$ cat src/rtl/i2c_master_pkg.sv
// Shared encodings for the I2C master engine: FSM states, quarter phases and bus bit values.
package i2c_master_pkg;

    typedef enum logic [3:0] {
        IDLE, START, ADDRW, ACK1, OFFS, ACK2, WDATA, ACK3,
        RSTART, ADDRR, ACK4, RDATA, MACK, STOP
    } stateT;

    localparam logic [1:0] Q0 = 2'd0;
    localparam logic [1:0] Q1 = 2'd1;
    localparam logic [1:0] Q2 = 2'd2;
    localparam logic [1:0] Q3 = 2'd3;

    localparam logic ACK_BIT  = 1'b0;
    localparam logic NACK_BIT = 1'b1;
    localparam logic RW_WRITE = 1'b0;
    localparam logic RW_READ  = 1'b1;

    function automatic logic isTxByteState(input stateT s);
        return (s == ADDRW) || (s == OFFS) || (s == WDATA) || (s == ADDRR);
    endfunction

endpackage

$ cat src/rtl/i2c_scl_tick_gen.sv
// Quarter-period timebase: one tick every QDIV clocks plus a 2-bit quarter phase.
// clear parks the timebase at phase Q0; hold freezes it (used for clock stretching).
module i2c_scl_tick_gen #(
    parameter int QDIV = 1
) (
    input  logic       iClk,
    input  logic       iRstn,
    input  logic       clear,
    input  logic       hold,
    output logic       tick,
    output logic [1:0] phase
);

    localparam int CW = (QDIV > 1) ? $clog2(QDIV) : 1;

    logic [CW-1:0] count;

    assign tick = !clear && !hold && (count == CW'(QDIV - 1));

    always_ff @(posedge iClk or negedge iRstn) begin
        if (!iRstn) begin
            count <= '0;
            phase <= 2'd0;
        end else if (clear) begin
            count <= '0;
            phase <= 2'd0;
        end else if (!hold) begin
            if (tick) begin
                count <= '0;
                phase <= phase + 2'd1;
            end else begin
                count <= count + CW'(1);
            end
        end
    end

endmodule

$ cat src/rtl/i2c_master_engine.sv
// Byte-level I2C initiator: register write / register read with repeated START.
// Define I2C_CLK_STRETCH_EN to let a target stretch SCL during the Q1 high phase.
module i2c_master_engine
    import i2c_master_pkg::*;
#(
    parameter int CLK_FREQ_KHZ = 50000,
    parameter int SCL_FREQ_KHZ = 100
) (
    input  logic       iClk,
    input  logic       iRstn,
    input  logic       iStart,
    input  logic       iRnW,
    input  logic [6:0] ivSlaveAddr,
    input  logic [7:0] ivOffset,
    input  logic [3:0] ivByteCnt,
    input  logic [7:0] ivTxData,
    output logic       oTxNext,
    output logic [7:0] ovRxData,
    output logic       oRxValid,
    input  logic       iSCL,
    input  logic       iSDA,
    output logic       oSCLoe,
    output logic       oSDAoe,
    output logic       oBusy,
    output logic       oDone,
    output logic       oNack
);

    localparam int QDIV_RAW = CLK_FREQ_KHZ / (4 * SCL_FREQ_KHZ);
    localparam int QDIV     = (QDIV_RAW < 1) ? 1 : QDIV_RAW;

    stateT state, stateNext, entryState;
    logic [2:0] bitIdx, bitIdxNext;
    logic [7:0] shiftReg, shiftNext, offs, offsNext, rxData, rxDataNext;
    logic [6:0] addr, addrNext;
    logic [3:0] byteCnt, byteCntNext;
    logic rnw, rnwNext, sampled, sampledNext;
    logic sclOe, sclOeNext, sdaOe, sdaOeNext, nack, nackNext;
    logic rxValid, rxValidNext, txNext, txNextNext, done, doneNext;
    logic tick, holdQuarter;
    logic [1:0] phase;

`ifdef I2C_CLK_STRETCH_EN
    assign holdQuarter = (state != IDLE) && (phase == Q1) && sclOe && !iSCL;
`else
    logic unusedScl;
    assign unusedScl   = iSCL;
    assign holdQuarter = 1'b0;
`endif

    i2c_scl_tick_gen #(.QDIV(QDIV)) tickGen (
        .iClk  (iClk),
        .iRstn (iRstn),
        .clear (state == IDLE),
        .hold  (holdQuarter),
        .tick  (tick),
        .phase (phase)
    );

    // All line changes happen on quarter ticks; the case on phase is the quarter being left.
    always_comb begin
        stateNext   = state;
        entryState  = state;
        bitIdxNext  = bitIdx;
        shiftNext   = shiftReg;
        byteCntNext = byteCnt;
        rnwNext     = rnw;
        addrNext    = addr;
        offsNext    = offs;
        sampledNext = sampled;
        sclOeNext   = sclOe;
        sdaOeNext   = sdaOe;
        rxDataNext  = rxData;
        nackNext    = nack;
        rxValidNext = 1'b0;
        txNextNext  = 1'b0;
        doneNext    = 1'b0;

        if (state == IDLE) begin
            sclOeNext = 1'b1;
            sdaOeNext = 1'b1;
            if (iStart) begin
                stateNext   = START;
                rnwNext     = iRnW;
                addrNext    = ivSlaveAddr;
                offsNext    = ivOffset;
                byteCntNext = (iRnW && ivByteCnt == 4'd0) ? 4'd1 : ivByteCnt;
                nackNext    = 1'b0;
            end
        end else if (state == STOP && done) begin
            stateNext = IDLE;
        end else if (tick) begin
            unique case (phase)
                Q0: begin
                    if (state == START) sdaOeNext = 1'b0;
                    else                sclOeNext = 1'b1;
                end
                Q1: begin
                    sampledNext = iSDA;
                    case (state)
                        START:  sclOeNext = 1'b0;
                        RSTART: sdaOeNext = 1'b0;
                        STOP: begin
                            sdaOeNext = 1'b1;
                            doneNext  = 1'b1;
                        end
                        RDATA: begin
                            shiftNext = {shiftReg[6:0], iSDA};
                            if (bitIdx == 3'd0) begin
                                rxDataNext  = {shiftReg[6:0], iSDA};
                                rxValidNext = 1'b1;
                                byteCntNext = byteCnt - 4'd1;
                            end
                        end
                        ACK1, ACK2, ACK3, ACK4: begin
                            if (iSDA == NACK_BIT) nackNext = 1'b1;
                        end
                        default: ;
                    endcase
                end
                Q2: sclOeNext = 1'b0;
                Q3: begin
                    sclOeNext = 1'b0;
                    if ((isTxByteState(state) || state == RDATA) && bitIdx != 3'd0) begin
                        bitIdxNext = bitIdx - 3'd1;
                        if (state == RDATA) begin
                            sdaOeNext = 1'b1;
                        end else begin
                            shiftNext = {shiftReg[6:0], shiftReg[7]};
                            sdaOeNext = shiftReg[6];
                        end
                    end else begin
                        case (state)
                            START:  entryState = ADDRW;
                            ADDRW:  entryState = ACK1;
                            ACK1:   entryState = (sampled == NACK_BIT) ? STOP : OFFS;
                            OFFS:   entryState = ACK2;
                            ACK2: begin
                                if (sampled == NACK_BIT)    entryState = STOP;
                                else if (rnw == RW_READ)    entryState = RSTART;
                                else if (byteCnt == 4'd0)   entryState = STOP;
                                else                        entryState = WDATA;
                            end
                            WDATA:  entryState = ACK3;
                            ACK3:   entryState = (sampled == NACK_BIT || byteCnt == 4'd0) ? STOP : WDATA;
                            RSTART: entryState = ADDRR;
                            ADDRR:  entryState = ACK4;
                            ACK4:   entryState = (sampled == NACK_BIT) ? STOP : RDATA;
                            RDATA:  entryState = MACK;
                            MACK:   entryState = (byteCnt == 4'd0) ? STOP : RDATA;
                            default: entryState = STOP;
                        endcase
                        stateNext  = entryState;
                        bitIdxNext = 3'd7;
                        // Q0 of the new state: present its first SDA value while SCL is low.
                        case (entryState)
                            ADDRW: begin
                                shiftNext = {addr, RW_WRITE};
                                sdaOeNext = addr[6];
                            end
                            OFFS: begin
                                shiftNext = offs;
                                sdaOeNext = offs[7];
                            end
                            WDATA: begin
                                shiftNext   = ivTxData;
                                sdaOeNext   = ivTxData[7];
                                txNextNext  = 1'b1;
                                byteCntNext = byteCnt - 4'd1;
                            end
                            ADDRR: begin
                                shiftNext = {addr, RW_READ};
                                sdaOeNext = addr[6];
                            end
                            MACK:    sdaOeNext = (byteCnt == 4'd0) ? NACK_BIT : ACK_BIT;
                            STOP:    sdaOeNext = 1'b0;
                            default: sdaOeNext = 1'b1;
                        endcase
                    end
                end
            endcase
        end
    end

    always_ff @(posedge iClk or negedge iRstn) begin
        if (!iRstn) begin
            state    <= IDLE;
            bitIdx   <= 3'd7;
            shiftReg <= 8'h00;
            byteCnt  <= 4'd0;
            rnw      <= RW_WRITE;
            addr     <= 7'h00;
            offs     <= 8'h00;
            sampled  <= 1'b0;
            sclOe    <= 1'b1;
            sdaOe    <= 1'b1;
            rxData   <= 8'h00;
            nack     <= 1'b0;
            rxValid  <= 1'b0;
            txNext   <= 1'b0;
            done     <= 1'b0;
        end else begin
            state    <= stateNext;
            bitIdx   <= bitIdxNext;
            shiftReg <= shiftNext;
            byteCnt  <= byteCntNext;
            rnw      <= rnwNext;
            addr     <= addrNext;
            offs     <= offsNext;
            sampled  <= sampledNext;
            sclOe    <= sclOeNext;
            sdaOe    <= sdaOeNext;
            rxData   <= rxDataNext;
            nack     <= nackNext;
            rxValid  <= rxValidNext;
            txNext   <= txNextNext;
            done     <= doneNext;
        end
    end

    assign oSCLoe   = sclOe;
    assign oSDAoe   = sdaOe;
    assign oBusy    = (state != IDLE);
    assign oDone    = done;
    assign oNack    = nack;
    assign oTxNext  = txNext;
    assign oRxValid = rxValid;
    assign ovRxData = rxData;

endmodule

$ cat config.mk
export PLATFORM = sky130hd
export DESIGN_NAME = i2c_master_engine
export DESIGN_NICKNAME = d
export VERILOG_FILES = /design/src/rtl/i2c_master_pkg.sv /design/src/rtl/i2c_scl_tick_gen.sv /design/src/rtl/i2c_master_engine.sv
export SDC_FILE = /design/constraint.sdc
export NUM_CORES = 1
export LEC_CHECK = 0
export BUFFER_PORTS_ARGS = -buffer_cell sky130_fd_sc_hd__buf_2
export CAP_MARGIN = 20
export CORE_MARGIN = 5
export CORE_UTILIZATION = 52
export DETAILED_ROUTE_END_ITERATION = 8
export PLACE_DENSITY = 0.85
export SLEW_MARGIN = 10
export SYNTH_ARGS = -nofsm -noshare
export SYNTH_HDL_FRONTEND = slang
export SYNTH_SLANG_ARGS = --single-unit
$ cat constraint.sdc
create_clock -name iClk -period 2.4 [get_ports iClk]
set_input_delay 0.48 -clock iClk [delete_from_list [all_inputs] [get_ports iClk]]
set_output_delay 0.48 -clock iClk [all_outputs]
set_load 0.02 [all_outputs]
==> impl_metrics.ini, run 1 <==
[yosys]
synthDistinctLibCells = 56
synth_top_area_share = 0.403
synth-xor-area-share = 0.0183
synthFlopType = dfrtp_1
synth_top_area_cell = dfrtp_1
yosys-top-cells-area = dfrtp_1 40%, nand2_1 10%, dfstp_2 3.9%
yosysSeqAreaShare = 0.442
synthMuxAreaShare = 0.0698
synth_top_family_by_area = simple AND/OR/NAND/NOR gates
synth_compound_area_frac = 0.151
ys_warn_count = 0
synth-edff-count = 0
syn_area_sq_mm = 0.00335
syn_area_per_cell_sq_um = 8.95
syn_inst = 375
synthSimpleGateAreaFrac = 0.236
ys_seq_elements = 59
async_reset_ff_frac = 1.00
syn_nets = 417
synthAdderAreaFrac = 0.0336

[sta]
worst_pin_slew_ps = 732
slew_viol_final = 0
post-route-period-util = 0.982
fin_crit_ps = 2360
fin_skew_ps = 6.45
max_freq_mhz = 424
relSlewSlack = 0.512
setup_viol = 0
final_hold_viol_count = 0
hold_slack_ps = 282
totalNegativeSetupSlack_ps = 0

[clock_tree]
cts-root-buf = clkbuf_8
clkLatencyLatePin_ps = 340
numCtsBuffers = 9
numClockSinks = 59
clockBufferDepth = 2
clk_pin_slew_ps = 70
tritoncts = yes
htreeDepth = 3

[floorplan]
core_sq_mm = 0.00631
dieArea_sq_mm = 0.00816
start_util = 0.531
die_x_um = 90.3
io_pins = 48
row_count = 29
die_y_um = 90.3

[cells_and_area]
nNetsFinal = 500
area_growth_syn_to_layout_pct = 26.7
drive_above_1_share = 0.324
antenna_cells = 0
nFillCells = 481
utilization = 0.673

[power_and_ir_drop]
vdd_drop_max_uv = 410
leakagePower_nw = 2.09
p_per_area_mw_per_mm2 = 466

[critical_path]
reg2reg_from = byteCnt[1]
start_kind = flop
critPathArrivalTime_ps = 2580
reg2regPathDepth = 11
reg2reg_to = byteCnt[1]
cp_max_fo = 6
crit_type = reg2reg
crit_path_end_kind = flop
crit_start = byteCnt[1]
cp.required_ps = 2630
r2r_slack_ps = 40
crit_end = byteCnt[1]

[route]
drtIter0Drc = 216
drc = 0
drt_first_pass_iters = 5
wl_mm = 8.56
ant_nets = 0
vias_per_cell = 5.72
vias = 3089
avgRoutedWirePerCell_um = 15.8

[global_route]
groute.usage.overall = 0.208
overflow = 0
antenna_found_initial = 0
grt_pass1_vias = 2941
grt_start_max_net_pins = 60
grt_first_pass_wirelength_mm = 13.8

[flow_run]
drv_cap = 0

[hold_path]
min-delay-path-class = in2async

[place]
portBuffers = 46
gp_congestion = 0.920
hpwl_mm = 5.97

[status]
status = finished, final reports clean
-- where the power goes --
part | internal (W) | switching [W] | total (W)
clock | 0.000507 | 0.000413 | 0.000919
sequential | 0.000996 | 0.00000131 | 0.000998
combinational | 0.0000262 | 0.0000352 | 0.0000614
total | 0.00153 | 0.000449 | 0.00198
-- kinds of logic after synthesis --
group / Yosys count
compound gates: 76
flops: 59
fa+ha+maj: 9
xor+xnor: 7
mux: 19
buf+inv: 36
simple gates: 169
-- worst min-delay path by stage --
stage / from / endpoint / slack (ps) / depth (start not counted)
floorplan: iRstn / addr[0] / 180 / 0
global placement: addr[1] / addr[1] / 460 / 2
detailed placement: addr[5] / addr[5] / 460 / 2
CTS: iRstn / tickGen.count[4] / 290 / 2
global route: ivSlaveAddr[3] / addr[3] / 320 / 3
finish: iRstn / tickGen.count[4] / 280 / 2
-- per-layer routing --
layer / up-vias / track usage / share of wire
met3: 25 / 0.0517 / 0.053
met1: 1482 / 0.281 / 0.43
met2: 106 / 0.315 / 0.49
met4: 0 / 0.0955 / 0.028
met5: - / 0 / 0
li1: 1476 / - / -
-- final cells by class --
type	count	area (sq um)	share of cell area
inverter	16	60.1	0.0141
tap	77	96.3	0.0227
clock inverter	6	63.8	0.0150
sequential	59	1480	0.349
multi-input combinational	281	1830	0.431
clock buffer	10	138	0.0324
timing repair buffer	91	577	0.136
-- metrics by stage --
| stage | instances | setup slack, ps | power, W | area [sq um] |
|---|---|---|---|---|
| 3_5_place_dp | 515 | -83.1 | 0.00108 | 3850 |
| 2_1_floorplan | 375 | 88.7 | 0.00103 | 3350 |
| 4_1_cts | 531 | -2.70 | 0.00200 | 4070 |
| 6_report | 540 | 43.4 | 0.00198 | 4250 |
| 5_1_grt | 540 | -58.2 | 0.00205 | 4250 |
| 3_3_place_gp | 515 | -5.48 | 0.00108 | 3850 |
-- critical path: stages, from the launching register on --
cell      delay, ps
dfrtp_1         390
inv_1            70
ha_2            180
or3b_4          410
buf_4           150
nand3_2          80
a311oi_4        110
nor3_4          180
buf_6           160
a31o_4          180
o21ai_1          80
a22o_1          260
-- synth_stat cells, drive strengths merged (6+ instances only) --
cell type	n
ha	9
dfrtp	54
a21oi	14
nand2	90
mux2i	8
buf	10
nand3	10
a31oi	13
mux2	11
inv	16
clkbuf	10
o211ai	9
o21ai	18
nor2	33
nor3	6
-- sequential cells by signal, indices dropped and copies added (netlist names) --
| signal | flops |
|---|---|
| addr | 7 |
| bitIdx | 3 |
| byteCnt | 4 |
| oDone | 1 |
| oNack | 1 |
| oRxValid | 1 |
| oSCLoe | 1 |
| oSDAoe | 1 |
| oTxNext | 1 |
| offs | 8 |
| ovRxData | 8 |
| rnw | 1 |
| sampled | 1 |
| shiftReg | 8 |
| state | 4 |
| tickGen.count | 7 |
| tickGen.phase | 2 |
-- repair_timing --
item,4_1_cts,5_1_grt
gates cloned,0,3
pin swaps,1,9
setup buffers,0,6
setup endpoints to repair,8,20
hold buffers,0,0
gates resized for setup,3,24
-- cell usage in the layout (no fill, tap or decap), types with 4 or more instances in the layout --
cell type	n
nand2b_1	5
nor3_1	4
dfrtp_1	53
buf_2	47
dfstp_2	5
o21ai_0	15
ha_1	7
nor2b_1	4
nor2_1	31
inv_1	15
mux2_4	8
nand3_1	7
a31oi_1	12
o211ai_1	9
a21oi_1	13
mux2i_1	8
clkbuf_8	10
nand2_1	90
xnor2_1	5
buf_4	41
Note: power is estimated with default switching activity, not from simulation.
==> inputs of run 2 (changes only) <==
Settings changed: PLACE_DENSITY 0.85 to 0.76.
==> run 2 against run 1 <==
Effect of this change: sequential power about the same; register-to-register slack gained 50 ps; combinational power shrank 4.1%; global-route usage shrank 0.29 points; via count down 3.3%.
==> impl_metrics.ini, run 2 (synthesis results as in run 1) <==
[status]
status = finished, final reports clean

[clock_tree]
tritoncts = yes
htreeDepth = 3
clk_pin_slew_ps = 60
clockBufferDepth = 2
numClockSinks = 59
cts-root-buf = clkbuf_8
clkLatencyLatePin_ps = 330
numCtsBuffers = 9

[route]
vias = 2987
ant_nets = 0
wl_mm = 8.33
drt_first_pass_iters = 4
avgRoutedWirePerCell_um = 15.8
vias_per_cell = 5.65
drc = 0
drtIter0Drc = 296

[critical_path]
path_cells = nor4_2 > buf_4 > inv_1 > buf_2
max_stage_delay_ps = 550
reg2reg_from = state[1]
crit_type = reg2out
start_kind = flop
critPathArrivalTime_ps = 1840
reg2reg_to = shiftReg[3]
cp.required_ps = 1920
reg2regPathDepth = 9
cp_max_fo = 7
crit_path_end_kind = output port
r2r_slack_ps = 90
cp_slowest_cell = nor4_2

[global_route]
grt_start_max_net_pins = 60
grt_pass1_vias = 2835
groute.usage.overall = 0.205
antenna_found_initial = 0
overflow = 0
grt_first_pass_wirelength_mm = 13.7

[sta]
post-route-period-util = 0.968
relSlewSlack = 0.487
fin_crit_ps = 2320
setup_viol = 0
max_freq_mhz = 431
rsz0062_at_grt = true
final_hold_viol_count = 0
hold_slack_ps = 302
fin_skew_ps = 7.82
worst_pin_slew_ps = 769
slew_viol_final = 0
setup_ws_ps = 77.7
totalNegativeSetupSlack_ps = 0

[place]
dp_worst_setup_slack_ps = -23.0
portBuffers = 46
gp_congestion = 0.970
hpwl_mm = 5.91

[power_and_ir_drop]
vdd_drop_max_uv = 436
leakagePower_nw = 2.05
total_power_w = 0.00195
p_per_area_mw_per_mm2 = 475

[floorplan]
die_y_um = 90.3
core_sq_mm = 0.00631
dieArea_sq_mm = 0.00816
die_x_um = 90.3
row_count = 29
io_pins = 48
start_util = 0.531

[cells_and_area]
utilization = 0.652
antenna_cells = 0
nNetsFinal = 490
mostFrequentLayoutCells = 89 x nand2_1, 54 x dfrtp_1, 46 x buf_2, 32 x nor2_1, 32 x buf_4
layout_commonest_cell = nand2_1
area_growth_syn_to_layout_pct = 22.7
drive_above_1_share = 0.285

[flow_run]
drv_cap = 0

[hold_path]
min-delay-path-class = in2async
==> run 2: repair_timing <==
item,4_1_cts,5_1_grt
setup endpoints to repair,4,12
buffers inserted,0,3
pin swaps,0,2
cloned,0,2
hold buffers,0,0
resized for setup,1,10
==> run 2: worst max-delay path: cells and delay by family (launching register included) <==
kind	cells	cell delay, ps
flops	1	450
simple gates	1	550
buf+inv	3	510
==> run 2: how the worst max path moves through the flow <==
stage                     start           to  slack, ps  cells past startpoint
6_report               state[1]        oBusy         80                      4
2_1_floorplan  tickGen.count[0]  ovRxData[0]         90                      9
4_1_cts        tickGen.count[1]  ovRxData[0]         20                      9
5_1_grt              byteCnt[0]  shiftReg[3]        -20                     10
3_3_place_gp         byteCnt[0]  shiftReg[5]         30                     10
3_5_place_dp         byteCnt[0]  shiftReg[3]        -20                     10
==> run 2: power breakdown <==
group | total [W] | switching [W] | leakage (nW) | internal, W
clock | 0.000896 | 0.000398 | 0.102 | 0.000498
sequential | 0.000998 | 0.00000220 | 0.725 | 0.000996
combinational | 0.0000589 | 0.0000338 | 1.22 | 0.0000251
total | 0.00195 | 0.000434 | 2.05 | 0.00152
==> run 2: metal layers <==
metal | global-route usage | vias to the layer above | share of wire
met1 | 0.280 | 1414 | 0.45
met4 | 0.0769 | 0 | 0.024
met2 | 0.324 | 103 | 0.47
met5 | 0 | - | 0
li1 | - | 1449 | -
met3 | 0.0400 | 21 | 0.053
==> run 2: through the flow <==
stage	std cells	instance area (sq um)
floorplan	375	3350
global placement	509	3820
detailed placement	509	3820
CTS	524	4020
global route	529	4120
finish	529	4120
==> run 2: area by class of cell <==
type                       count  area, sq um
tap                           77         96.3
timing repair buffer          81          536
sequential                    59         1480
clock buffer                  10          138
fill                         543         2200
multi-input combinational    281         1750
clock inverter                 5         53.8
inverter                      16         60.1
==> inputs of run 3 (changes only) <==
Settings changed: CORE_UTILIZATION 52 to 53, CTS_CLUSTER_DIAMETER from default to 50, GPL_ROUTABILITY_DRIVEN from default to 0, PLACE_DENSITY 0.76 to 0.77, SYNTH_HIERARCHICAL from default to 1.
==> run 3 against run 2 <==
Effect of this change: cell count up 4.0%; via count up 10%; die area up 6.4%; global-route usage up 0.71 points; sequential power up 25%; non-clock buffer count down 6; wire length up 6.8%; synthesized area up 9.3%; register-to-register slack about the same; first-iteration DRC count down 0.34%; sequential cell count unchanged; largest cell class unchanged; largest power group unchanged.
==> impl_metrics.ini, run 3 <==
[sta]
rsz0062_at_grt = false
worst_pin_slew_ps = 522
hold_slack_ps = 121
totalNegativeSetupSlack_ps = 0
slew_viol_final = 0
setup_viol = 0
setup_ws_ps = 104
final_hold_viol_count = 0
fin_crit_ps = 2300
post-route-period-util = 0.957
max_freq_mhz = 436
fin_skew_ps = 8.43
relSlewSlack = 0.649

[yosys]
ys_seq_elements = 59
syn_area_per_cell_sq_um = 9.12
yosysSeqAreaShare = 0.404
ys_warn_count = 6
syn_nets = 440
synthFlopType = dfrtp_1
yosysMostFrequentCell = nand2_1
synthDistinctLibCells = 77
yosys-top-cells-area = dfrtp_1 37%, nand2_1 7.8%, dfstp_2 3.6%
syn_inst = 402
synth_top_area_cell = dfrtp_1
synthTopCellsByCount = 76 x nand2_1, 54 x dfrtp_1, 20 x inv_1
async_reset_ff_frac = 1.00
syn_area_sq_mm = 0.00367
synth_top_area_share = 0.368
synth-edff-count = 0

[critical_path]
cp_slowest_cell = dfrtp_1
r2r_slack_ps = 100
path_cells = buf_4 > and2_1 > a311oi_2 > nor3b_4 > and2_4 > buf_12 > mux2i_1 > o21ai_2
reg2reg_to = shiftReg[6]
cp.required_ps = 2620
max_stage_delay_ps = 450
crit_end = shiftReg[6]
cp_max_fo = 15
crit_path_end_kind = flop
crit_type = reg2reg
critPathArrivalTime_ps = 2520
start_kind = flop
crit_start = state[2]
reg2reg_from = state[2]
reg2regPathDepth = 8

[power_and_ir_drop]
vdd_drop_max_uv = 393
p_per_area_mw_per_mm2 = 620
leakagePower_nw = 2.02

[cells_and_area]
layout_commonest_cell = nand2_1
mostFrequentLayoutCells = 76 x nand2_1, 54 x dfrtp_1, 46 x buf_2, 25 x buf_4, 20 x inv_1
nNetsFinal = 504
regArea_sq_mm = 0.00148
utilization = 0.644
nFillCells = 568
multiInputGateArea_sq_mm = 0.00200
drive_above_1_share = 0.300
layout.cells.non_filler = 550
antenna_cells = 0
area_growth_syn_to_layout_pct = 18.6

[clock_tree]
clkLatencyLatePin_ps = 340
htreeDepth = 3
clockBufferDepth = 2
holdBufCountCts = 0
numCtsBuffers = 9
tritoncts = yes
numClockSinks = 59
clk_pin_slew_ps = 70
cts-root-buf = clkbuf_8

[floorplan]
dieArea_sq_mm = 0.00868
row_count = 30
core_sq_mm = 0.00676
start_util = 0.543
die_y_um = 93.2
io_pins = 48
die_x_um = 93.2

[route]
dr_wl_met3_um = 539
drtIter0Drc = 295
ant_nets = 0
avgRoutedWirePerCell_um = 16.2
vias_per_cell = 5.97
wl_met2_mm = 4.24
drc = 0
drt_first_pass_iters = 7
vias = 3285
met1_length_mm = 3.88
wl_mm = 8.90
highest_layer = met4

[place]
hpwl_mm = 6.54
place_inst = 535
dp_worst_setup_slack_ps = 114
portBuffers = 46

[global_route]
antenna_found_initial = 0
overflow = 0
grt_start_max_net_pins = 60
grt_first_pass_wirelength_mm = 14.9
grt_pass1_vias = 3161
groute.usage.overall = 0.212

[status]
status = finished, final reports clean

[flow_run]
drv_cap = 0

[hold_path]
min-delay-path-class = in2async
run 3: changes by cell type after synthesis, sizes merged, moves of 5 or more:
cell    change
nand2      -11
nor2       -13
clkbuf      -5
o21a        +7
buf         +7
a31oi       -8
a21oi       +7
inv         +5
nand3       +8
o31ai       +6
run 3: kinds of logic after synthesis:
logic type      share of synthesized area
xor+xnor                          0.00478
fa+ha+maj                          0.0171
other cells                       0.00102
mux                                0.0614
buf+inv                            0.0604
compound gates                      0.206
simple gates                        0.245
flops                               0.404
run 3: worst min path at each step:
stage	from	to	slack [ps]	cells past startpoint
after floorplan	iRstn	addr[0]	180	0
after global placement	offs[2]	offs[2]	450	2
after detailed placement	offs[6]	offs[6]	460	2
after CTS	iRstn	oNack	150	2
after global routing	iRstn	oNack	160	2
final	iRstn	oNack	120	2
run 3: cell type report:
class | count | area share
multi-input combinational | 300 | 0.459
sequential | 59 | 0.341
timing repair buffer | 75 | 0.115
clock buffer | 10 | 0.0317
tap | 80 | 0.0230
inverter | 21 | 0.0181
clock inverter | 5 | 0.0124
run 3: routing by layer:
layer | vias up | track usage
li1 | 1566 | -
met1 | 1548 | 0.286
met2 | 142 | 0.339
met3 | 29 | 0.0322
met4 | 0 | 0.0928
met5 | - | 0
run 3: report_power, final:
part / total, W / switching [W] / internal, W
logic: 0.000552 / 0.000305 / 0.000247
registers: 0.00125 / 0.000117 / 0.00113
clock network: 0.000898 / 0.000400 / 0.000498
total: 0.00270 / 0.000822 / 0.00188
run 3: critical path, delay by kind of cell, from the launching register on:
family | cells | cell delay, ps
compound gates | 2 | 380
buf+inv | 2 | 360
flops | 1 | 450
mux | 1 | 250
simple gates | 3 | 730
run 3: repair_timing:
action,4_1_cts,5_1_grt
resized for setup,0,6
buffers inserted,0,0
endpoints found under the setup margin,0,9
run 3: through the flow:
| stage | total power, W | instance area, sq um |
|---|---|---|
| floorplan | 0.00161 | 3670 |
| global placement | 0.00178 | 4120 |
| detailed placement | 0.00181 | 4120 |
| CTS | 0.00271 | 4310 |
| global route | 0.00283 | 4350 |
| finish | 0.00270 | 4350 |
